$ cat src/rtl/fft16_frame_ctrl.sv
// fft16_frame_ctrl: frame sequencer for a 16-point pipelined FFT core.
// Define FFT16_CTRL_SCALE_EN to divide streamed results by 16.
module fft16_frame_ctrl #(
  parameter int DW  = 16,
  parameter int LAT = 4
) (
  input  logic             clk,
  input  logic             rst_n,
  input  logic             s_valid,
  output logic             s_ready,
  input  logic [DW-1:0]    s_re,
  input  logic [DW-1:0]    s_im,
  output logic [16*DW-1:0] core_xr,
  output logic [16*DW-1:0] core_xi,
  input  logic [16*DW-1:0] core_yr,
  input  logic [16*DW-1:0] core_yi,
  output logic             m_valid,
  input  logic             m_ready,
  output logic [DW-1:0]    m_re,
  output logic [DW-1:0]    m_im,
  output logic [3:0]       m_idx,
  output logic             m_last,
  output logic             busy
);

  typedef enum logic {
    FILL,
    FULL
  } state_e;

  state_e           state_q, state_d;
  logic [4:0]       fill_cnt_q, fill_cnt_d;
  logic [16*DW-1:0] ld_re_q, ld_re_d;
  logic [16*DW-1:0] ld_im_q, ld_im_d;
  logic [LAT-1:0]   vpipe_q, vpipe_d;
  logic [16*DW-1:0] buf_re_q [2];
  logic [16*DW-1:0] buf_re_d [2];
  logic [16*DW-1:0] buf_im_q [2];
  logic [16*DW-1:0] buf_im_d [2];
  logic [1:0]       full_q, full_d;
  logic             wr_sel_q, wr_sel_d;
  logic             rd_sel_q, rd_sel_d;
  logic [3:0]       rd_idx_q, rd_idx_d;
  logic [1:0]       outst_q, outst_d;

  logic             s_fire;
  logic             m_fire;
  logic             launch;
  logic             capture;
  logic             last_fire;
  logic [DW-1:0]    rd_re;
  logic [DW-1:0]    rd_im;

  // rst_n gate keeps s_ready low for the whole reset window
  assign s_ready   = (state_q == FILL) && rst_n;
  assign s_fire    = s_valid && s_ready;
  assign m_valid   = full_q[rd_sel_q];
  assign m_fire    = m_valid && m_ready;
  assign last_fire = m_fire && (rd_idx_q == 4'd15);
  assign launch    = (state_q == FULL)
                  && (outst_q != 2'd2);
  assign capture   = vpipe_q[LAT-1];

  assign core_xr = ld_re_q;
  assign core_xi = ld_im_q;

  assign rd_re  = buf_re_q[rd_sel_q][rd_idx_q*DW +: DW];
  assign rd_im  = buf_im_q[rd_sel_q][rd_idx_q*DW +: DW];
  assign m_idx  = rd_idx_q;
  assign m_last = (rd_idx_q == 4'd15);

`ifdef FFT16_CTRL_SCALE_EN
  assign m_re = $signed(rd_re) >>> 4;
  assign m_im = $signed(rd_im) >>> 4;
`else
  assign m_re = rd_re;
  assign m_im = rd_im;
`endif

  assign busy = (fill_cnt_q != 5'd0)
             || (outst_q != 2'd0);

  always_comb begin
    state_d    = state_q;
    fill_cnt_d = fill_cnt_q;
    ld_re_d    = ld_re_q;
    ld_im_d    = ld_im_q;
    unique case (state_q)
      FILL: begin
        if (s_fire) begin
          ld_re_d[fill_cnt_q[3:0]*DW +: DW] = s_re;
          ld_im_d[fill_cnt_q[3:0]*DW +: DW] = s_im;
          fill_cnt_d = fill_cnt_q + 5'd1;
          if (fill_cnt_q == 5'd15) begin
            state_d = FULL;
          end
        end
      end
      FULL: begin
        if (launch) begin
          fill_cnt_d = 5'd0;
          state_d    = FILL;
        end
      end
      default: state_d = FILL;
    endcase
  end

  always_comb begin
    vpipe_d  = LAT'({vpipe_q, launch});
    buf_re_d = buf_re_q;
    buf_im_d = buf_im_q;
    full_d   = full_q;
    wr_sel_d = wr_sel_q;
    rd_sel_d = rd_sel_q;
    rd_idx_d = rd_idx_q;
    outst_d  = outst_q;
    // drain clears rd slot, capture fills wr slot; never the same
    if (m_fire) begin
      rd_idx_d = rd_idx_q + 4'd1;
      if (last_fire) begin
        full_d[rd_sel_q] = 1'b0;
        rd_sel_d = ~rd_sel_q;
      end
    end
    if (capture) begin
      buf_re_d[wr_sel_q] = core_yr;
      buf_im_d[wr_sel_q] = core_yi;
      full_d[wr_sel_q]   = 1'b1;
      wr_sel_d = ~wr_sel_q;
    end
    if (launch && !last_fire) begin
      outst_d = outst_q + 2'd1;
    end else if (!launch && last_fire) begin
      outst_d = outst_q - 2'd1;
    end
  end

  always_ff @(posedge clk or negedge rst_n) begin
    if (!rst_n) begin
      state_q    <= FILL;
      fill_cnt_q <= '0;
      ld_re_q    <= '0;
      ld_im_q    <= '0;
    end else begin
      state_q    <= state_d;
      fill_cnt_q <= fill_cnt_d;
      ld_re_q    <= ld_re_d;
      ld_im_q    <= ld_im_d;
    end
  end

  always_ff @(posedge clk or negedge rst_n) begin
    if (!rst_n) begin
      vpipe_q  <= '0;
      buf_re_q <= '{default: '0};
      buf_im_q <= '{default: '0};
      full_q   <= '0;
      wr_sel_q <= 1'b0;
      rd_sel_q <= 1'b0;
      rd_idx_q <= '0;
      outst_q  <= '0;
    end else begin
      vpipe_q  <= vpipe_d;
      buf_re_q <= buf_re_d;
      buf_im_q <= buf_im_d;
      full_q   <= full_d;
      wr_sel_q <= wr_sel_d;
      rd_sel_q <= rd_sel_d;
      rd_idx_q <= rd_idx_d;
      outst_q  <= outst_d;
    end
  end

endmodule

$ cat config.mk
export PLATFORM = sky130hd
export DESIGN_NAME = fft16_frame_ctrl
export DESIGN_NICKNAME = d
export VERILOG_FILES = /design/src/rtl/fft16_frame_ctrl.sv
export SDC_FILE = /design/constraint.sdc
export NUM_CORES = 2
export LEC_CHECK = 0
export BUFFER_PORTS_ARGS = -buffer_cell sky130_fd_sc_hd__buf_2
export CAP_MARGIN = 20
export CORE_AREA = 3 3 431 433
export DETAILED_ROUTE_END_ITERATION = 16
export DIE_AREA = 0 0 434 436
export PLACE_DENSITY = 0.64
export SETUP_SLACK_MARGIN = 0.02
export SKIP_LAST_GASP = 1
export SLEW_MARGIN = 20
export SYNTH_ARGS = -nofsm -noshare
export SYNTH_HDL_FRONTEND = slang
export SYNTH_SLANG_ARGS = --single-unit
$ cat constraint.sdc
create_clock -name clk -period 7.1 [get_ports clk]
set_input_delay 0.355 -clock clk [delete_from_list [all_inputs] [get_ports clk]]
set_output_delay 0.355 -clock clk [all_outputs]
set_load 0.02 [all_outputs]
==> run_results.csv <==
group,metric,value,unit
route,dr.pass1.iters,6,
timing,maxSlewHeadroom,22.6,%
route,wl_per_cell,25.9,um
synth,syn_area,67900,sq um
synth,synthXorXnorAreaFrac,0.194,%
route,wl_met1,93100,um
worst_setup_path,crit_path_start_kind,"flip-flop",
cts,htree_levels,4,
timing,finalHoldViolCount,0,
synth,synth_warnings,0,
floorplanning,die_w,434,um
global_routing,grt_overflow,0,
floorplanning,rows,157,
placement,dp_hpwl,162000,um
route,wl_met2,112000,um
timing,rsz0062_at_grt,"no",
timing,fin_setup_tns,0,ns
cts,clock_latency,0.81,ns
worst_setup_path,crit_top_cell,"buf_4",
final_layout,fillers,16100,
synth,ys_async_sr_fraction,100,%
worst_setup_path,cp.required,6.74,ns
timing,hold_slack,0.0531,ns
worst_setup_path,path_cells,"buf_4 -> buf_4 -> mux2i_1 -> o22ai_1 -> a211oi_1 -> a22oi_1 -> buf_2",
global_routing,first_global_vias,51600,
placement,portBuffers,1099,
pwr,p_per_area,379,nW/um^2
route,drtIter0Drc,4920,
synth,synth_fp_nets,5659,
worst_setup_path,r2r_start,"fill_cnt_q[0]",
final_layout,mostFrequentLayoutCells,"1551 x dfrtp_1, 1098 x buf_2, 1069 x mux2_2",
pwr,cellLeakagePower,39.0,nW
final_layout,layout-drive-gt1-share,41.0,%
worst_setup_path,critPathMaxStageDelay,0.92,ns
floorplanning,io_pins,1100,
route,post_drt_via_cell_ratio,5.49,
final_layout,layout.nets,7097,
floorplanning,core-area,182000,sq um
placement,post_dp_cell_area,75500,sq um
synth,syn_avg_cell_area,13.3,sq um
job,drv_cap,0,
worst_setup_path,critPathCaptureType,"output port",
pwr,peakVddDrop,218,uV
timing,fin_crit_sh,65.8,%
floorplanning,initial_core_util,37.2,%
route,wirelength,237000,um
global_routing,grt_max_degree,213,
route,vias,50300,
timing,worst_clock_skew,0.0462,ns
worst_setup_path,rrSetupSlack,2.83,ns
global_routing,antenna_found_initial,97,
worst_setup_path,crit_fanout,40,
cts,clock_sinks,1556,
cts,root_buffer,"clkbuf_16",
synth,synth_edf_count,0,
synth,synth_simple_gate_area_share,5.08,%
timing,max_freq,214,MHz
outcome,outcome,"complete, no violations",
route,met3WireLength,18500,um
final_layout,syn2layout_area_growth,27.5,%
cts,cts_tree,"done",
cts,cts_resized,0,
global_routing,grt_util_all_layers,24.4,%
synth,yosys.cell_types.count,56,
worst_setup_path,regToRegEndpoint,"core_xr[106]",
final_layout,final_common_cell,"dfrtp_1",
final_layout,design_area,86500,sq um
route,ant_nets,0,
synth,synth_compound_area_share,5.98,%
synth,ys.flop_type,"dfrtp_1",
timing,setup_viol,0,
synth,synth-seq-cells,1556,
synth,synthAdderAreaFrac,0.111,%
synth,yosysSeqAreaShare,57.4,%
worst_setup_path,reg2reg_depth,7,
cts,cts_made_buffers,169,
pwr,p_total,0.0328,W
synth,synth_top_family_by_area,"multiplexers",
route,dr.max_layer_used,"met5",
route,drc,0,
timing,final.min_clock_period,4.67,ns
timing,finalMaxSlewViolations,0,
placement,place_congestion,0.877,
worst_setup_path,critical_path_arrival,4.32,ns
worst_setup_path,path_class,"reg -> out",
final_layout,fin_util,47.4,%
synth,syn_inst,5105,
cts,clockBufferDepth,3,
floorplanning,die_y,436,um
worst_setup_path,slowest_stage,"dfrtp_4",
floorplanning,die_area,189000,sq um
worst_hold_path,hp-class,"in -> async",
synth,yosys-mux-area-fraction,26.9,%
global_routing,grt_pass1_wl,347000,um
timing,worstMarginPinSlew,1.16,ns
cts,path_clk_slew,0.06,ns
logic make-up (layout without fill, tap and decap cells):
logic type	Yosys count	in the layout
compound gates	688	688
xor+xnor	12	12
fa+ha+maj	6	6
buf+inv	728	2303
flops	1556	1556
mux	1447	1447
other cells	0	85
simple gates	668	668
worst max-delay path: cells and delay by family (launching register included):
family / cells / cell delay, ns
buf+inv: 3 / 1.30
compound gates: 3 / 1.06
flops: 1 / 0.92
mux: 1 / 0.22
area by class of cell:
| type | instances | area (sq um) | area share (%) |
|---|---|---|---|
| Antenna cell | 85 | 213 | 0.246 |
| Clock buffer | 254 | 4930 | 5.70 |
| Clock inverter | 54 | 752 | 0.869 |
| Inverter | 307 | 1150 | 1.33 |
| Multi-Input combinational cell | 2821 | 26100 | 30.2 |
| Sequential cell | 1556 | 39000 | 45.0 |
| Tap cell | 2385 | 2980 | 3.45 |
| Timing Repair Buffer | 1688 | 11400 | 13.2 |
worst max-delay path by stage:
stage	start	endpoint	slack [ns]	cells past startpoint
after global routing	rd_sel_q	m_re[12]	2.19	7
after global placement	fill_cnt_q[2]	core_xr[34]	3.08	6
after CTS	m_idx[0]	m_re[1]	2.32	7
after detailed placement	fill_cnt_q[2]	core_xi[108]	2.93	7
final	rd_sel_q	m_re[12]	2.43	7
after floorplan	fill_cnt_q[0]	core_xi[194]	4.63	8
routing by layer:
layer	GRT usage (%)	vias to the layer above
met4	12.5	18
met1	31.5	26200
met2	38.5	2178
met3	5.54	594
li1	-	21300
met5	0	-
timing repair:
action / CTS / global route
endpoints found under the hold margin: 1183 / 0
buffers inserted: 0 / 0
hold buffers: 515 / 0
registers in the layout (all words and copies together), names as in the netlist:
register and count:
outst_q 2, wr_sel_q 1, full_q 2, buf_re_q 512
core_xi 256, core_xr 256, rd_sel_q 1, buf_im_q 512
m_idx 4, vpipe_q 4, state_q 1, fill_cnt_q 5
cell usage after synthesis, types with 48 or more instances:
cell type	instances	area (sq um)
dfrtp_1	1556	38900
mux2_2	1069	12000
o21ai_0	391	1960
inv_1	305	1140
clkbuf_1	253	950
nand3_1	220	1100
nand2_1	207	777
mux4_2	191	4300
mux2i_1	162	1620
nand4_1	145	907
buf_2	129	646
a22oi_1	63	473
a21o_1	48	360
through the flow:
| stage | worst slack [ns] | cells |
|---|---|---|
| after floorplan | 4.63 | 5105 |
| after global placement | 3.08 | 8242 |
| after detailed placement | 2.93 | 8242 |
| after CTS | 2.32 | 9065 |
| after global routing | 2.19 | 9140 |
| final | 2.43 | 9150 |
report_power, final:
group	switching (W)	total [W]	internal, W
Combinational	0.00762	0.0119	0.00426
Sequential	0.00124	0.0120	0.0107
Clock	0.00385	0.00896	0.00511
Total	0.0127	0.0328	0.0201
(Power assumes the default switching activity.)
